==> src/rtl/mem_access_unit.sv <==
// Sequential memory stage: runs loads/stores as multi-beat req/ack transactions
// over a narrow memctl bus, extends load data and retires results to WB.
module mem_access_unit #(
  parameter int XLEN      = 32,
  parameter int REG_AW    = 5,
  parameter int BUS_BYTES = 1
) (
  input  logic                   clk_in,
  input  logic                   rst_in,
  input  logic                   rdy_in,
  input  logic                   in_valid,
  input  logic                   in_is_load,
  input  logic                   in_is_store,
  input  logic [2:0]             in_funct3,
  input  logic [REG_AW-1:0]      in_rd_addr,
  input  logic [XLEN-1:0]        in_rd_val,
  input  logic                   in_forward,
  input  logic [XLEN-1:0]        in_mem_addr,
  input  logic [XLEN-1:0]        in_mem_val,
  output logic                   mem_req,
  output logic                   mem_we,
  output logic [1:0]             mem_len,
  output logic [XLEN-1:0]        mem_addr,
  output logic [8*BUS_BYTES-1:0] mem_wdata,
  input  logic                   mem_ack,
  input  logic [8*BUS_BYTES-1:0] mem_rdata,
  output logic                   stall,
  output logic                   wb_valid,
  output logic [REG_AW-1:0]      wb_rd_addr,
  output logic [XLEN-1:0]        wb_rd_val,
  output logic                   fwd_valid,
  output logic [REG_AW-1:0]      fwd_rd_addr,
  output logic [XLEN-1:0]        fwd_rd_val,
  output logic                   err
);

  localparam int LGB    = (BUS_BYTES == 4) ? 2 : (BUS_BYTES == 2) ? 1 : 0;
  localparam int LANE_W = 8 * BUS_BYTES;
  localparam int MAXB   = 4 / BUS_BYTES;

  typedef enum logic [1:0] {IDLE, BEAT, DONE} state_t;
  state_t state, state_nxt;

  logic [1:0]        beat_cnt;
  logic [XLEN-1:0]   base_q;
  logic [31:0]       data_q;
  logic [31:0]       buf_q;
  logic [2:0]        f3_q;
  logic [REG_AW-1:0] rd_q;
  logic              store_q;

  logic       mem_op, is_st, legal, aligned, start;
  logic [1:0] last_k, beat_len, lg_diff;

  function automatic logic [XLEN-1:0] load_extend(input logic [2:0] f3, input logic [31:0] b);
    logic signed [7:0]  sb;
    logic signed [15:0] sh;
    logic signed [31:0] sw;
    sb = b[7:0];
    sh = b[15:0];
    sw = b;
    case (f3)
      3'b000:  load_extend = XLEN'(sb);
      3'b001:  load_extend = XLEN'(sh);
      3'b100:  load_extend = XLEN'(b[7:0]);
      3'b101:  load_extend = XLEN'(b[15:0]);
      default: load_extend = XLEN'(sw);
    endcase
  endfunction

  always_comb begin
    mem_op = in_is_load | in_is_store;
    is_st  = in_is_store & ~in_is_load;
    if (is_st) legal = (in_funct3 == 3'b000) | (in_funct3 == 3'b001) | (in_funct3 == 3'b010);
    else       legal = (in_funct3 == 3'b000) | (in_funct3 == 3'b001) | (in_funct3 == 3'b010) |
                       (in_funct3 == 3'b100) | (in_funct3 == 3'b101);
    case (in_funct3[1:0])
      2'b01:   aligned = ~in_mem_addr[0];
      2'b10:   aligned = (in_mem_addr[1:0] == 2'b00);
      default: aligned = 1'b1;
    endcase
    start = in_valid & mem_op & legal & aligned;
  end

  // Beat geometry from the latched access size versus the bus width.
  always_comb begin
    lg_diff  = 2'b00;
    beat_len = f3_q[1:0];
    if (f3_q[1:0] > 2'(LGB)) begin
      lg_diff  = f3_q[1:0] - 2'(LGB);
      beat_len = 2'(LGB);
    end
    last_k = (lg_diff == 2'd2) ? 2'd3 : (lg_diff == 2'd1) ? 2'd1 : 2'd0;
  end

  always_ff @(posedge clk_in or posedge rst_in) begin
    if (rst_in)      state <= IDLE;
    else if (rdy_in) state <= state_nxt;
  end

  always_comb begin
    state_nxt = state;
    stall     = 1'b0;
    mem_req   = 1'b0;
    mem_we    = 1'b0;
    mem_len   = 2'b00;
    mem_addr  = '0;
    mem_wdata = '0;
    case (state)
      IDLE: begin
        stall = start;
        if (start) state_nxt = BEAT;
      end
      BEAT: begin
        stall    = 1'b1;
        mem_req  = 1'b1;
        mem_we   = store_q;
        mem_len  = beat_len;
        mem_addr = base_q + (XLEN'(beat_cnt) << LGB);
        for (int b = 0; b < MAXB; b++)
          if (beat_cnt == 2'(b)) mem_wdata = data_q[b*LANE_W +: LANE_W];
        if (mem_ack && beat_cnt == last_k) state_nxt = DONE;
      end
      DONE:    state_nxt = IDLE;
      default: state_nxt = IDLE;
    endcase
  end

  always_ff @(posedge clk_in or posedge rst_in) begin
    if (rst_in) begin
      beat_cnt    <= '0;
      base_q      <= '0;
      data_q      <= '0;
      buf_q       <= '0;
      f3_q        <= '0;
      rd_q        <= '0;
      store_q     <= 1'b0;
      wb_valid    <= 1'b0;
      wb_rd_addr  <= '0;
      wb_rd_val   <= '0;
      fwd_valid   <= 1'b0;
      fwd_rd_addr <= '0;
      fwd_rd_val  <= '0;
      err         <= 1'b0;
    end else if (rdy_in) begin
      wb_valid  <= 1'b0;
      fwd_valid <= 1'b0;
      err       <= 1'b0;
      case (state)
        IDLE: begin
          if (in_valid && !mem_op) begin
            wb_valid    <= 1'b1;
            wb_rd_addr  <= in_rd_addr;
            wb_rd_val   <= in_rd_val;
            fwd_valid   <= in_forward;
            fwd_rd_addr <= in_rd_addr;
            fwd_rd_val  <= in_rd_val;
          end else if (start) begin
            base_q   <= in_mem_addr;
            data_q   <= in_mem_val[31:0];
            f3_q     <= in_funct3;
            rd_q     <= in_rd_addr;
            store_q  <= is_st;
            beat_cnt <= '0;
            buf_q    <= '0;
          end else if (in_valid) begin
            err        <= 1'b1;
            wb_valid   <= 1'b1;
            wb_rd_addr <= '0;
            wb_rd_val  <= '0;
          end
        end
        BEAT: begin
          if (mem_ack) begin
            if (!store_q)
              for (int j = 0; j < 4; j++)
                if (2'(j / BUS_BYTES) == beat_cnt) buf_q[j*8 +: 8] <= mem_rdata[(j % BUS_BYTES)*8 +: 8];
            if (beat_cnt != last_k) beat_cnt <= beat_cnt + 2'd1;
          end
        end
        DONE: begin
          wb_valid <= 1'b1;
          if (store_q) begin
            wb_rd_addr <= '0;
            wb_rd_val  <= '0;
          end else begin
            wb_rd_addr  <= rd_q;
            wb_rd_val   <= load_extend(f3_q, buf_q);
            fwd_valid   <= 1'b1;
            fwd_rd_addr <= rd_q;
            fwd_rd_val  <= load_extend(f3_q, buf_q);
          end
        end
        default: ;
      endcase
    end
  end

endmodule

==> config.mk <==
export PLATFORM = sky130hd
export DESIGN_NAME = mem_access_unit
export DESIGN_NICKNAME = d
export VERILOG_FILES = /design/src/rtl/mem_access_unit.sv
export SDC_FILE = /design/constraint.sdc
export NUM_CORES = 1
export LEC_CHECK = 0
export ABC_AREA = 1
export CAP_MARGIN = 40
export CORE_MARGIN = 2
export CORE_UTILIZATION = 54
export DETAILED_ROUTE_END_ITERATION = 6
export PLACE_DENSITY_LB_ADDON = 0.15
export SLEW_MARGIN = 20
export SYNTH_ARGS = -nofsm -noshare
export SYNTH_HDL_FRONTEND = slang
export SYNTH_SLANG_ARGS = --single-unit
==> constraint.sdc <==
create_clock -name clk_in -period 10 [get_ports clk_in]
set_input_delay 2 -clock clk_in [delete_from_list [all_inputs] [get_ports clk_in]]
set_output_delay 2 -clock clk_in [all_outputs]
set_load 0.005 [all_outputs]
==> impl_metrics.ini, run 1 <==
[sta]
finalSetupTns_ns = 0
rsz0062_at_grt = false
clock.fmax_ghz = 0.169
drv_slew = 0
hold_violations = 0
period_minus_slack_ns = 5.92
finClkSkew_ns = 0.00817
final-setup-viol-count = 0
finalCritPeriodShare_pct = 59.2
finalWorstSetupSlack_ns = 4.08
slew_headroom_pct = 45.2
worstMarginPinSlew_ns = 0.819

[cts]
cts_hold_buf = 0
cts_root_buf = clkbuf_16
cts_buffers = 17
htreeDepth = 4
max-clock-path-buffers = 2
clk_pin_slew_ns = 0.07
cts_resized = 0
cts_setup_buffers = 0
cts_tree = done
worst_skew_pair.late_latency_ns = 0.44
cts_sinks = 186

[die]
die_x_um = 137
io_pins = 242
dieHeight_um = 137
initial_core_util_pct = 55.2
num_rows = 48
dieArea_um2 = 18800
core_um2 = 17300

[placed_design]
place.gp.congestion = 0.926
place_inst = 1714
placed_area_um2 = 12000
port_buffers = 241
post-place-ws_ns = 4.10
dp_hpwl_mm = 18.9

[route]
drc_errors = 0
wirelength_mm = 26.6
avgViaCountPerCell = 5.23
detail_route.wl_per_cell_um = 15.2
vias = 9127
ant_nets = 0
drt-initial-drc-count = 631
first_pass_iters = 5

[synthesis]
synth_edf_count = 0
synth_area_leaders = dfrtp_1, nand2_1, nor2_1, inv_1, o21ai_0
syn_nets = 1432
avgSynthCellArea_um2 = 7.35
syn_inst = 1299
synth_common_cells = nand2_1, dfrtp_1, nor2_1
seq_area_frac_synth_pct = 48.7
synth_cell_type_count = 34
yosysMostFrequentCell = nand2_1
ys_ff_latch = 186
synth_ff_type = dfrtp_1
netlist_area_um2 = 9550
yosysTopAreaCellShare_pct = 48.7
synth_warnings = 0
async_flop_share_pct = 100
yosysTopAreaCell = dfrtp_1

[grt]
antenna_found_initial = 0
grt_max_degree = 76
grt-ovfl-total = 0
grt_pass1_wl_mm = 42.5
grt_pass1_vias = 8504
grtUsageTotal_pct = 29.0

[cells_and_area]
seqCellArea_um2 = 4650
finalNonFillerCells = 1746
final_area_um2 = 12600
num-fill-cells = 1361
multi_input_area_um2 = 4080
area_delta_synth_final_pct = 32.4
final_nets = 1641
drive_gt1_share_pct = 4.14
diodes = 0

[worst_setup_path]
crit_required_ns = 8.00
critPathTopFamily = buffers and inverters
end_kind = output pin
worstPathMaxFanout = 3
cp.arrival_ns = 3.92
crit_chain = clkdlybuf4s50_1 > inv_1 > ha_1 > nand2_1 > nand2_1 > a21oi_2 > nand3_1 > nand2_1 > clkdlybuf4s50_1
cp_num_buf_inv = 3
timing.critical_path.mode_cell = nand2_1
cp-start-kind = input port
path_class = in2out
slowest_stage = clkdlybuf4s50_1
slowest_delay_ns = 0.51

[pwr]
power_density_nw_per_um2 = 258
ir_drop_mv = 0.157
leakage_nw = 6.41

[min_path]
hold_path.class = reg2reg

[run_status]
status = completed

[flow_run]
cap_violations = 0
## routing by layer
metal / global-route usage [%] / part of all wire (%) / vias up
met1: 39.5 / 43 / 4210
met5: 0 / 0 / -
li1: - / - / 4494
met2: 45.6 / 46 / 379
met4: 9.28 / 2.2 / 0
met3: 7.11 / 8.5 / 44
## cells in the final DEF (no fill, tap or decap), drive strengths merged
| cell type | n |
|---|---|
| nand2 | 497 |
| clkdlybuf4s50 | 241 |
| dfrtp | 186 |
| nor2 | 150 |
| inv | 142 |
| o21ai | 112 |
| a21oi | 63 |
| nand4 | 35 |
| nand3 | 30 |
| clkbuf | 18 |
| ha | 12 |
| o31ai | 8 |
| nor3 | 6 |
| clkinv | 6 |
| buf | 6 |
| bufinv | 2 |
| o22ai | 1 |
| mux2 | 1 |
| a21boi | 1 |
| and3 | 1 |
| o21a | 1 |
| fa | 1 |
| clkinvlp | 1 |
## sequential cells by signal (all words and copies together) (netlist names)
| name | flops |
|---|---|
| fwd_valid | 1 |
| fwd_rd_addr | 5 |
| beat_cnt | 2 |
| state | 2 |
| base_q | 32 |
| buf_q | 32 |
| data_q | 32 |
| store_q | 1 |
| rd_q | 5 |
| f3_q | 3 |
| wb_rd_addr | 5 |
| fwd_rd_val | 32 |
| wb_valid | 1 |
| wb_rd_val | 32 |
| err | 1 |
## final cells by class
cell class | count | area share [%]
Clock buffer | 18 | 3.47
Clock inverter | 14 | 1.40
Timing Repair Buffer | 247 | 19.7
Sequential cell | 186 | 36.8
Inverter | 137 | 4.11
Multi-Input combinational cell | 919 | 32.2
Tap cell | 225 | 2.23
## worst paths after layout
path | from | end | slack (ns) | cells past startpoint
hold reg to reg | buf_q[14] | buf_q[14] | 0.47 | 2
hold / removal | buf_q[14] | buf_q[14] | 0.47 | 2
setup / recovery | in_funct3[0] | stall | 4.08 | 9
setup reg to reg | state[1] | buf_q[23] | 7.24 | 7
min in group asynchronous | rst_in | wb_rd_val[5] | 1.93 | 2
max in group asynchronous | rst_in | data_q[0] | 6.64 | 5
## worst reg2reg max path: cells and delay by family, from the launching register on
kind | cells | cell delay [ns]
buf+inv | 2 | 1.14
simple gates | 4 | 0.79
flops | 1 | 0.64
compound gates | 1 | 0.10
## where the power goes
| part | internal (mW) | switching, mW | total [mW] |
|---|---|---|---|
| sequential | 1.07 | 0.232 | 1.30 |
| clock | 0.387 | 0.321 | 0.708 |
| combinational | 0.585 | 0.666 | 1.25 |
## stage by stage
| stage | util [%] | total power [mW] | hold slack, ns |
|---|---|---|---|
| after global routing | 73.1 | 3.50 | 0.495 |
| after global placement | 69.2 | 2.49 | 0.451 |
| after floorplan | - | 1.94 | 0.436 |
| after detailed placement | 69.6 | 2.54 | 0.453 |
| final | 73.1 | 3.26 | 0.472 |
| after CTS | 73.1 | 3.26 | 0.472 |
## cells by family after synthesis
kind of cell    share of synthesized area (%)
simple gates                             30.4
buf+inv                                  8.62
compound gates                           10.4
flops                                    48.7
fa+ha+maj                                1.78
mux                                     0.118
Power figures use the tool's default switching activity.
==> inputs of run 2 (changes only) <==
CORE_UTILIZATION = 50   (was 54)
clock period = 5.45 ns   (was 10 ns; I/O delays follow)
==> impl_metrics.ini, run 2 (synthesis gave the netlist of run 1 again) <==
[die]
io_pins = 242
dieArea_um2 = 20200
initial_core_util_pct = 51.0
num_rows = 50
die_x_um = 142
dieHeight_um = 142
core_um2 = 18700

[route]
first_pass_iters = 5
vias = 8920
drt-initial-drc-count = 652
wirelength_mm = 25.2
ant_nets = 0
drc_errors = 0
detail_route.wl_per_cell_um = 14.4
avgViaCountPerCell = 5.08

[grt]
grtUsageTotal_pct = 25.6
antenna_found_initial = 0
grt_pass1_wl_mm = 41.3
grt-ovfl-total = 0
grt_pass1_vias = 8362
grt_max_degree = 152

[sta]
slew_headroom_pct = 44.8
finalSetupTns_ns = 0
finClkSkew_ns = 0.00979
rsz0062_at_grt = false
hold_violations = 0
whs_ns = 0.469
drv_slew = 0
final-setup-viol-count = 0
finalCritPeriodShare_pct = 75.5
worstMarginPinSlew_ns = 0.828
clock.fmax_ghz = 0.243
period_minus_slack_ns = 4.11

[cts]
max-clock-path-buffers = 2
clk_pin_slew_ns = 0.07
cts_tree = done
cts_sinks = 186
cts_buffers = 17
cts_setup_buffers = 0
cts_hold_buf = 0
htreeDepth = 4
cts_root_buf = clkbuf_16
cts_resized = 0
worst_skew_pair.late_latency_ns = 0.44

[worst_setup_path]
crit_required_ns = 4.36
r2r_setup_slack_ns = 2.69
rr_worst_depth = 7
timing.critical_path.mode_cell = nand2_1
slowest_stage = clkdlybuf4s50_1
r2r-end = buf_q[19]
worstSetupStartpoint = in_funct3[0]
crit_chain = clkdlybuf4s50_1 > inv_1 > ha_1 > nand2_1 > nand2_1 > a21oi_2 > nand3_1 > nand2_1 > clkdlybuf4s50_1
path_class = in2out
worstPathMaxFanout = 3
r2r_start = state[1]
cp.arrival_ns = 3.02
slowest_delay_ns = 0.51
end_kind = output pin
critical_path.endpoint = stall
cp-start-kind = input port

[pwr]
ir_drop_mv = 0.231
leakage_nw = 6.39
power_density_nw_per_um2 = 465

[placed_design]
place.gp.congestion = 0.924
port_buffers = 241
dp_hpwl_mm = 18.2

[cells_and_area]
final_nets = 1642
diodes = 0
final_cell_mix = nand2_1, clkdlybuf4s50_1, dfrtp_1
final_common_cell = nand2_1
area_delta_synth_final_pct = 32.4
drive_gt1_share_pct = 4.20

[flow_run]
cap_violations = 0

[min_path]
hold_path.class = reg2reg
hold_depth = 2

[run_status]
status = completed
run 2: changes by cell type in the layout (fill, tap and decap cells not counted), sizes merged:
cell      before  now
buf            6    7
bufinv         2    1
clkinv         6    4
clkinvlp       1    3
inv          142  143
run 2: final cells by class:
class	instances	area (um2)
Fill cell	1666	6060
Sequential cell	186	4650
Multi-Input combinational cell	919	4080
Timing Repair Buffer	248	2510
Inverter	137	518
Clock buffer	18	439
Tap cell	234	293
Clock inverter	14	153
run 2: report_power, final:
part / leakage [nW] / internal, mW / total (mW) / switching [mW]
registers: 2.36 / 1.95 / 2.37 / 0.413
logic: 3.74 / 1.08 / 2.26 / 1.19
clock network: 0.287 / 0.662 / 1.25 / 0.587
total: 6.39 / 3.69 / 5.88 / 2.19
run 2: how the worst min path moves through the flow:
stage / slack, ns / end / startpoint
floorplan: 0.44 / buf_q[10] / buf_q[10]
global placement: 0.45 / buf_q[10] / buf_q[10]
detailed placement: 0.45 / buf_q[10] / buf_q[10]
CTS: 0.47 / buf_q[10] / buf_q[10]
global route: 0.49 / wb_rd_val[4] / wb_rd_val[4]
finish: 0.47 / buf_q[10] / buf_q[10]
run 2: critical path, delay by kind of cell:
kind,cells,cell delay (ns)
buf+inv,3,1.08
compound gates,1,0.20
simple gates,4,0.35
fa+ha+maj,1,0.31
run 2: layer usage:
metal  track usage [%]  up-vias  wire length, um
met5                 0        -                0
met4              6.42        0              411
met3              6.06       32             1860
met2              39.9      289            11300
met1              36.3     4109            11600
li1                  -     4490                -
run 2: per-stage QoR:
| step | cell area, um2 | cells | setup slack (ns) | total power [mW] | util (%) |
|---|---|---|---|---|---|
| floorplan | 9550 | 1299 | 1.97 | 3.56 | - |
| global placement | 12000 | 1722 | 1.39 | 4.57 | 64.2 |
| detailed placement | 12000 | 1722 | 1.34 | 4.65 | 64.2 |
| CTS | 12600 | 1754 | 1.33 | 5.91 | 67.3 |
| global route | 12600 | 1756 | 1.16 | 6.32 | 67.6 |
| finish | 12600 | 1756 | 1.34 | 5.88 | 67.6 |
==> inputs of run 3 (changes only) <==
clock period = 4.15 ns   (was 5.45 ns; I/O delays follow)
==> impl_metrics.ini, run 3 (synthesis gave the netlist of run 1 again) <==
[run_status]
status = completed

[die]
dieArea_um2 = 20200
num_rows = 50
die_x_um = 142
initial_core_util_pct = 51.0
dieHeight_um = 142
io_pins = 242
core_um2 = 18700

[grt]
grt_pass1_vias = 8342
grt_max_degree = 125
grt-ovfl-total = 0
grt_pass1_wl_mm = 41.4
grtUsageTotal_pct = 25.7
antenna_found_initial = 0

[route]
avgViaCountPerCell = 5.10
ant_nets = 0
first_pass_iters = 5
vias = 8980
drt-initial-drc-count = 646
drc_errors = 0
detail_route.wl_per_cell_um = 14.5
wirelength_mm = 25.5

[worst_setup_path]
slowest_delay_ns = 0.51
crit_required_ns = 3.32
critPathTopFamily = simple AND/OR/NAND/NOR gates
end_kind = output pin
path_class = reg2out
r2r-end = buf_q[20]
rr_worst_depth = 7
cp-start-kind = flop
crit_chain = ha_1 > fa_1 > nand2_1 > inv_1 > nand2_1 > nor2_1 > nand2_1 > nor2_1 > a21oi_1 > nor2_1 > clkdlybuf4s50_1
cp.arrival_ns = 2.93
worstPathMaxFanout = 7
slowest_stage = clkdlybuf4s50_1
cp_num_buf_inv = 2
r2r_setup_slack_ns = 1.47
r2r_start = state[1]

[sta]
drv_slew = 0
finalCritPeriodShare_pct = 90.6
finClkSkew_ns = 0.0125
clock.fmax_ghz = 0.266
worstMarginPinSlew_ns = 0.721
period_minus_slack_ns = 3.76
hold_violations = 0
slew_headroom_pct = 51.8
rsz0062_at_grt = false
finalSetupTns_ns = 0
final-setup-viol-count = 0

[pwr]
ir_drop_mv = 0.459
leakage_nw = 6.41
power_mw = 7.74
power_density_nw_per_um2 = 611

[min_path]
hold_path.class = reg2reg
hold_depth = 2
holdPathEnd = wb_rd_addr[3]
hold_start = wb_rd_addr[3]

[cts]
cts_hold_buf = 0
htreeDepth = 4
max-clock-path-buffers = 2
cts_resized = 0
cts_sinks = 186
cts_tree = done
clk_pin_slew_ns = 0.07
worst_skew_pair.late_latency_ns = 0.44
cts_buffers = 17
cts_root_buf = clkbuf_16
cts_setup_buffers = 0

[flow_run]
cap_violations = 0

[cells_and_area]
final_common_cell = nand2_1
drive_gt1_share_pct = 4.45
num-fill-cells = 1612
final_nets = 1647
diodes = 0
area_delta_synth_final_pct = 32.6
final_cell_mix = nand2_1, clkdlybuf4s50_1, dfrtp_1

[placed_design]
dp_hpwl_mm = 18.5
place.gp.congestion = 0.903
port_buffers = 241
-- run 3: changes by cell type in the layout (fill, tap and decap cells not counted) --
| cell | before | now |
|---|---|---|
| inv_8 | 3 | 4 |
| clkbuf_8 | 1 | 0 |
| buf_16 | 1 | 0 |
| inv_6 | 5 | 3 |
| clkinv_4 | 1 | 2 |
| buf_4 | 4 | 10 |
| buf_12 | 2 | 1 |
| clkbuf_16 | 17 | 18 |
| clkbuf_1 | 0 | 1 |
-- run 3: routing by layer --
layer / part of all wire, % / vias up / track usage [%]
met2: 46 / 325 / 41.2
met1: 46 / 4131 / 36.2
met4: 1.3 / 0 / 6.63
met5: 0 / - / 0
met3: 7.0 / 22 / 4.58
li1: - / 4502 / -
-- run 3: metrics by stage --
stage / hold WS (ns) / worst slack (ns) / cell area, um2 / util [%] / std cells
finish: 0.473 / 0.389 / 12700 / 67.7 / 1761
global route: 0.487 / 0.197 / 12700 / 67.7 / 1761
CTS: 0.471 / 0.392 / 12600 / 67.5 / 1760
detailed placement: 0.454 / 0.564 / 12100 / 64.4 / 1728
global placement: 0.450 / 0.599 / 12100 / 64.4 / 1728
floorplan: 0.436 / 0.927 / 9550 / - / 1299
-- run 3: worst max path at each step --
stage                       from      endpoint  slack (ns)  cells after the start
floorplan                 rst_in     base_q[0]        0.93                      1
global placement    in_funct3[0]         stall        0.60                      9
detailed placement  in_funct3[0]         stall        0.56                      9
CTS                  beat_cnt[0]  mem_addr[22]        0.39                     11
global route         beat_cnt[0]  mem_addr[22]        0.20                     11
finish               beat_cnt[0]  mem_addr[22]        0.39                     11
-- run 3: area by class of cell --
| class | instances | area [um2] | share of cell area, % |
|---|---|---|---|
| Clock buffer | 18 | 429 | 3.39 |
| Clock inverter | 14 | 155 | 1.23 |
| Inverter | 137 | 518 | 4.09 |
| Multi-Input combinational cell | 919 | 4080 | 32.2 |
| Sequential cell | 186 | 4650 | 36.8 |
| Tap cell | 234 | 293 | 2.31 |
| Timing Repair Buffer | 253 | 2530 | 20.0 |
-- run 3: power breakdown --
group          switching [mW]  internal, mW
sequential              0.541          2.57
clock                   0.767         0.855
combinational            1.57          1.43
total                    2.88          4.85
-- run 3: worst register-to-register path: cells and delay by family (launching register included) --
family / cells / cell delay (ns)
buf+inv: 2 / 1.10
simple gates: 4 / 0.78
flops: 1 / 0.60
compound gates: 1 / 0.09
